File: src/rtl/lb_ctrl_pkg.sv
// rtl/lb_ctrl_pkg.sv - shared constants and write-state type for the line-buffer write side
package lb_ctrl_pkg;

   localparam int NUM_BANKS    = 4;
   localparam int LINE_MAX_DEF = 1920;

   typedef enum logic [1:0] {
      IDLE = 2'd0,
      FILL = 2'd1,
      FULL = 2'd2
   } lb_wr_state_t;

endpackage

File: src/rtl/lb_occ_tracker.sv
// rtl/lb_occ_tracker.sv - bank occupancy counter, oldest-line pointer and full prediction
module lb_occ_tracker
   import lb_ctrl_pkg::*;
(
   input  logic       clk_in1,
   input  logic       rst,
   input  logic       clear,
   input  logic [1:0] commit_req,
   input  logic       line_release,
   output logic [2:0] line_avail,
   output logic [1:0] top_bank,
   output logic       full_after
);

   logic [1:0] commit_q;
   logic       rel_eff;
   logic [3:0] proj;

   assign rel_eff = line_release && (line_avail != 3'd0) && !clear;

   // Occupancy once this beat's commit (and the one still in flight) has landed.
   always_comb begin
      proj = {1'b0, line_avail} + {2'b00, commit_q} + {2'b00, commit_req} - {3'b000, rel_eff};
      if (clear) begin
         proj = {2'b00, commit_req};
      end
      full_after = (proj >= 4'(NUM_BANKS));
   end

   always_ff @(posedge clk_in1) begin
      if (rst) begin
         line_avail <= '0;
         top_bank   <= '0;
         commit_q   <= '0;
      end else if (clear) begin
         line_avail <= '0;
         top_bank   <= '0;
         commit_q   <= commit_req;
      end else begin
         line_avail <= line_avail + {1'b0, commit_q} - {2'b00, rel_eff};
         top_bank   <= top_bank + {1'b0, rel_eff};
         commit_q   <= commit_req;
      end
   end

endmodule

File: src/rtl/line_buf_wr_ctrl.sv
// rtl/line_buf_wr_ctrl.sv - pixel stream to 4-bank line buffer write sequencer (option: LB_TOP_REPLICATE_EN)
module line_buf_wr_ctrl
   import lb_ctrl_pkg::*;
#(
   parameter int LINE_MAX = LINE_MAX_DEF,
   parameter int ADDR_W   = 11,
   parameter int DATA_W   = 8
) (
   input  logic              clk_in1,
   input  logic              rst,
   input  logic              s_valid,
   output logic              s_ready,
   input  logic [DATA_W-1:0] s_data,
   input  logic              s_sof,
   input  logic              s_eol,
   output logic              bram0_wenb,
   output logic              bram1_wenb,
   output logic              bram2_wenb,
   output logic              bram3_wenb,
   output logic [ADDR_W-1:0] bram_waddr,
   output logic [DATA_W-1:0] bram_wdata,
   output logic [2:0]        line_avail,
   output logic [1:0]        top_bank,
   input  logic              line_release,
   output logic [ADDR_W:0]   line_len,
   output logic              frame_start,
   output logic              err_ovf
);

   localparam logic [ADDR_W:0] LMAX = (ADDR_W+1)'(LINE_MAX);

   lb_wr_state_t      state, state_nxt;
   logic [ADDR_W:0]   pix_cnt;
   logic [1:0]        wr_bank, base_bank;
   logic [3:0]        wenb, wenb_nxt;
   logic [ADDR_W-1:0] wr_addr;
   logic [1:0]        commit_req;
   logic beat, sof_beat, in_line, eol_beat, ovf, wr_en, rep, full_after;

`ifdef LB_TOP_REPLICATE_EN
   logic first_line;

   always_ff @(posedge clk_in1) begin
      if (rst)           first_line <= 1'b0;
      else if (eol_beat) first_line <= 1'b0;
      else if (sof_beat) first_line <= 1'b1;
   end
`endif

   always_comb begin
      s_ready   = (state != FULL);
      beat      = s_valid && s_ready;
      sof_beat  = beat && s_sof;
      in_line   = sof_beat || (beat && state == FILL);
      eol_beat  = in_line && s_eol;
      ovf       = in_line && !sof_beat && (pix_cnt == LMAX);
      wr_en     = in_line && !ovf;
      base_bank = sof_beat ? 2'd0 : wr_bank;
      wr_addr   = sof_beat ? '0 : pix_cnt[ADDR_W-1:0];
`ifdef LB_TOP_REPLICATE_EN
      // The frame's first line also fills bank 1 so the top row has a y-1 tap.
      rep = sof_beat || first_line;
`else
      rep = 1'b0;
`endif
      wenb_nxt = '0;
      if (wr_en) begin
         if (rep) wenb_nxt = 4'b0011;
         else     wenb_nxt[base_bank] = 1'b1;
      end
      commit_req = '0;
      if (eol_beat) commit_req = rep ? 2'd2 : 2'd1;
   end

   always_ff @(posedge clk_in1) begin
      if (rst) state <= IDLE;
      else     state <= state_nxt;
   end

   always_comb begin
      state_nxt = state;
      if (in_line) begin
         state_nxt = (eol_beat && full_after) ? FULL : FILL;
      end else if (state == FULL && line_release) begin
         state_nxt = FILL;
      end
   end

   always_ff @(posedge clk_in1) begin
      if (rst) begin
         pix_cnt     <= '0;
         wr_bank     <= '0;
         wenb        <= '0;
         bram_waddr  <= '0;
         bram_wdata  <= '0;
         line_len    <= '0;
         frame_start <= 1'b0;
         err_ovf     <= 1'b0;
      end else begin
         wenb        <= wenb_nxt;
         frame_start <= sof_beat;
         if (wr_en) begin
            bram_waddr <= wr_addr;
            bram_wdata <= s_data;
         end
         if (ovf) err_ovf <= 1'b1;
         if (eol_beat) begin
            pix_cnt  <= '0;
            wr_bank  <= rep ? 2'd2 : base_bank + 2'd1;
            line_len <= sof_beat ? (ADDR_W+1)'(1) : (pix_cnt == LMAX) ? LMAX : pix_cnt + 1'b1;
         end else if (sof_beat) begin
            pix_cnt <= (ADDR_W+1)'(1);
            wr_bank <= '0;
         end else if (wr_en) begin
            pix_cnt <= pix_cnt + 1'b1;
         end
      end
   end

   assign bram0_wenb = wenb[0];
   assign bram1_wenb = wenb[1];
   assign bram2_wenb = wenb[2];
   assign bram3_wenb = wenb[3];

   lb_occ_tracker u_occ (
      .clk_in1      (clk_in1),
      .rst          (rst),
      .clear        (sof_beat),
      .commit_req   (commit_req),
      .line_release (line_release),
      .line_avail   (line_avail),
      .top_bank     (top_bank),
      .full_after   (full_after)
   );

endmodule

File: config.mk
export PLATFORM = sky130hd
export DESIGN_NAME = line_buf_wr_ctrl
export DESIGN_NICKNAME = d
export VERILOG_FILES = /design/src/rtl/lb_ctrl_pkg.sv /design/src/rtl/lb_occ_tracker.sv /design/src/rtl/line_buf_wr_ctrl.sv
export SDC_FILE = /design/constraint.sdc
export NUM_CORES = 1
export LEC_CHECK = 0
export ABC_AREA = 1
export BUFFER_PORTS_ARGS = -buffer_cell sky130_fd_sc_hd__buf_2
export CAP_MARGIN = 30
export CORE_ASPECT_RATIO = 1.1
export CORE_MARGIN = 3
export CORE_UTILIZATION = 51
export CTS_BUF_LIST = sky130_fd_sc_hd__clkbuf_8
export DETAILED_ROUTE_END_ITERATION = 10
export GPL_ROUTABILITY_DRIVEN = 0
export GPL_TIMING_DRIVEN = 0
export PLACE_DENSITY = 0.82
export SLEW_MARGIN = 20
export SYNTH_ARGS = -nofsm -noshare
export SYNTH_HDL_FRONTEND = slang
export SYNTH_SLANG_ARGS = --single-unit
File: constraint.sdc
create_clock -name clk_in1 -period 2.35 [get_ports clk_in1]
set_clock_uncertainty 0.15 [all_clocks]
set_input_delay 0.1175 -clock clk_in1 [delete_from_list [all_inputs] [get_ports clk_in1]]
set_output_delay 0.1175 -clock clk_in1 [all_outputs]
set_load 0.005 [all_outputs]
==> impl_summary.log <==
[metrics] status: completed
[metrics] DRT antenna net count: 0
[metrics] critical path endpoint category: register
[metrics] later-pin clock latency in the skew report: 0.34 ns
[metrics] die span in y: about 80 um
[metrics] CTS H-tree lvls: 3
[metrics] number of search-and-repair iterations in the first detailed-routing pass: 4
[metrics] vias after detailed routing: 2,443
[metrics] commonest non-fill, non-tap cell in the layout: buf_2
[metrics] dominant cell type by count on the critical path: nand2_1
[metrics] Synth top area share: 0.444
[metrics] depth of the worst hold-timing path: 6
[metrics] Total Wirelength: 6740 um
[metrics] mapped cell area: about 0.0027 sq mm
[metrics] GRT Overall Usage: 0.237
[metrics] wire length of the first global-routing pass: 10,800 um
[metrics] slowest cell delay on critical path: ~0.33 ns
[metrics] Area contributors post-synth: dfxtp_1 (44%), nand2_1 (5.8%), nor2_1 (5.1%)
[metrics] via density per instance: 5.31
[metrics] share of synthesized registers carrying an async set or reset: 0
[metrics] full die area: 0.00612 sq mm
[metrics] portion of the post-synthesis area used by sequential elements: 0.444
[metrics] CTS tree: built
[metrics] layout cell share with drive strength beyond 1: 0.309
[metrics] crit path kind: reg -> reg
[metrics] Worst R2R Start: state[0]$_SDFFE_PP0P_
[metrics] Stages on worst setup path: 19
[metrics] starting density of the core: 0.549
[metrics] initial antenna violation count: 0
[metrics] core area: 0.00485 sq mm
[metrics] worst reg2reg setup slack: between 0.05 and 0.06 ns
[metrics] violation count after the first detailed-routing iteration: between 100 and 150
[metrics] peak supply drop: 0.000464 V
[metrics] number of distinct library cells after synthesis: 38
[metrics] Critical path origin: state[0]$_SDFFE_PP0P_
[metrics] cell breakdown of the critical path: inv_2, nand2_2, nand2_4, nand2_2, a31oi_4, inv_2, or2_4, nand2_2, ha_4, nand3_2, nand2_2, nand2_2, nand2_1, nand2_1, nand2_1, nand2_1, nand2_1, nand2_1, a21oi_2
[metrics] CTS root buffer: clkbuf_8
[metrics] achievable clock frequency: ~440 MHz
[metrics] Top FF cell, synth: dfxtp_1
[metrics] via count of the first global-routing pass: about 2,400
[metrics] final hold viol count: 0
[metrics] data required time at the worst endpoint: 2.43 ns
[metrics] cell type contributing the most total cell area after synthesis: dfxtp_1
[metrics] time the worst path needs with I/O delays and setup: around 2.3 ns
[metrics] Critical path buffers and inverters: 2
[metrics] final worst-path cycle share: 0.975
[metrics] setup-violating endpoint count in the final report: 0
[metrics] Antenna Cells: 0
[metrics] Critical Path Fanout Max: 3
[metrics] power density over the cells: 804 mW/mm^2
[metrics] family with the most delay on the worst path: simple AND/OR/NAND/NOR gates
[metrics] headroom to the max-slew limit: 0.655
[metrics] placed wire-length estimate: 4280 um
[metrics] pin count of the biggest net entering global routing: 11
[metrics] capture point of the critical path: state[0]$_SDFFE_PP0P_
[metrics] CP startpoint kind: register
[metrics] total of warnings raised by yosys: 0
[metrics] classification of the worst-slack hold path: in -> reg
[metrics] leakage power summed over all cells: 1.58 nW
[metrics] Post-Route Setup TNS: 0 ns
[metrics] cells after synthesis: 318
[metrics] library cell contributing the largest single delay on the critical path: dfxtp_2
[metrics] Post-synth EDFFs: 0
[metrics] number of CTS-inserted buffers: 9
[metrics] average instance area after synthesis: 8.36 sq um
[metrics] number of buffers between clock root and the deepest sink: 2
[metrics] summed area of non-filler cells in the final layout: 0.00339 sq mm
[metrics] Final Max Slew Viols: 0
[metrics] Synth Net Count: 343
[metrics] Horiz. Die Dim: approximately 75 um
[metrics] depth of the worst register-to-register path: 19
[metrics] drc violations: 0
[metrics] reported max-cap violation count: 0
[metrics] # port buffers: 55
[metrics] commonest non-fill, non-tap cells in the layout: buf_2 (59), dfxtp_1 (55), nand2_1 (37), inv_1 (36), nor2_1 (36)
[metrics] count of pins on the block boundary: 57
[metrics] relative area change from synthesis to final layout: 27.5%
[metrics] post-synthesis sequential element count: a little under 60
[metrics] end of the worst register-to-register path: state[0]$_SDFFE_PP0P_
[metrics] placed cell areas: 0.00301 sq mm
[metrics] Final nets: between 400 and 500
[metrics] aggregate global routing overflow: 0
[metrics] row count: 26
[metrics] clock slew seen by the registers of the worst setup and hold paths: 0.07 ns
[metrics] signal arrival time at the worst endpoint: 2.37 ns
[metrics] routed len/inst: 14.6 um
[metrics] clock net sink count: 59
[metrics] slew at the pin closest to its max-slew limit: 0.517 ns
[flip-flops by register name, indices dropped and copies added, names as in the netlist, 2 cells and up]
signal	count
bram_waddr	11
u_occ.top_bank	2
u_occ.line_avail	3
pix_cnt	12
wenb	4
line_len	12
wr_bank	2
bram_wdata	8
state	2
[cell families after synthesis]
group / count (synthesis) / share of synthesized area
flops: 59 / 0.444
xor+xnor: 10 / 0.0329
simple gates: 120 / 0.221
fa+ha+maj: 11 / 0.0546
buf+inv: 55 / 0.0978
compound gates: 63 / 0.150
[power breakdown]
part	internal (mW)	switching, mW
Clock	0.489	0.387
Sequential	1.09	0.0649
Combinational	0.289	0.409
[through the flow]
step	power (mW)	setup WS [ns]	hold WS [ns]	instances	utilization
floorplan	1.60	0.0820	0.114	318	-
global route	2.86	-0.0506	0.195	460	0.700
global placement	1.75	-0.0927	0.198	429	0.620
finish	2.73	0.0591	0.147	460	0.700
detailed placement	1.77	-0.152	0.207	429	0.620
CTS	2.67	0.00170	0.123	459	0.689
[layer usage]
| metal | vias up | track usage | routed length (um) |
|---|---|---|---|
| met2 | 76 | 0.362 | 3340 |
| li1 | 1202 | - | - |
| met5 | - | 0 | 0 |
| met3 | 14 | 0.0490 | 342 |
| met1 | 1151 | 0.291 | 2880 |
| met4 | 0 | 0.176 | 174 |
[timing repair]
item,4_1_cts,5_1_grt
setup buffers,2,1
pin swaps,1,1
endpoints found under the hold margin,14,0
hold buffers,12,0
resized for setup,2,10
endpoints found under the setup margin,2,2
[worst register-to-register path: cells and delay by family, from the launching register on]
family	cells	cell delay, ns
AO/OA/AOI/OAI	2	0.21
adder cells (fa/ha/maj)	1	0.20
buffers and inverters	2	0.13
flip-flops	1	0.33
AND/OR/NAND/NOR	14	1.18
[cell usage after synthesis (3+ instances only)]
cell type  number
dfxtp_1        59
nand2_1        41
nor2_1         36
inv_1          34
nand3_1        21
o21ai_0        17
a21oi_1        13
o31ai_1        11
ha_1           10
inv_2           9
xor2_1          9
o21ai_1         8
buf_6           5
a21oi_2         4
a22o_1          4
buf_2           4
nand2_2         3
nand2_4         3
nand4_1         3
nor2_2          3
[how the worst min path moves through the flow]
| stage | startpoint | endpoint | slack (ns) |
|---|---|---|---|
| 6_report | s_sof | frame_start$_SDFF_PP0_ | 0.15 |
| 5_1_grt | s_valid | frame_start$_SDFF_PP0_ | 0.20 |
| 4_1_cts | s_sof | frame_start$_SDFF_PP0_ | 0.12 |
| 3_5_place_dp | s_data[2] | bram_wdata[2]$_SDFFE_PP0P_ | 0.21 |
| 3_3_place_gp | s_data[2] | bram_wdata[2]$_SDFFE_PP0P_ | 0.20 |
| 2_1_floorplan | s_data[0] | bram_wdata[0]$_SDFFE_PP0P_ | 0.11 |
[layout make-up]
class                   instances  area [sq um]
clock inverters                 3          12.5
clock buffers                  13           179
plain buffers                  11          95.1
inverters                      44           165
flip-flops and latches         59          1190
multi-input cells             204          1260
well taps                      56          70.1
repair buffers                 70           418
fillers                       363          1460
Note: power is estimated with default switching activity, not from simulation.
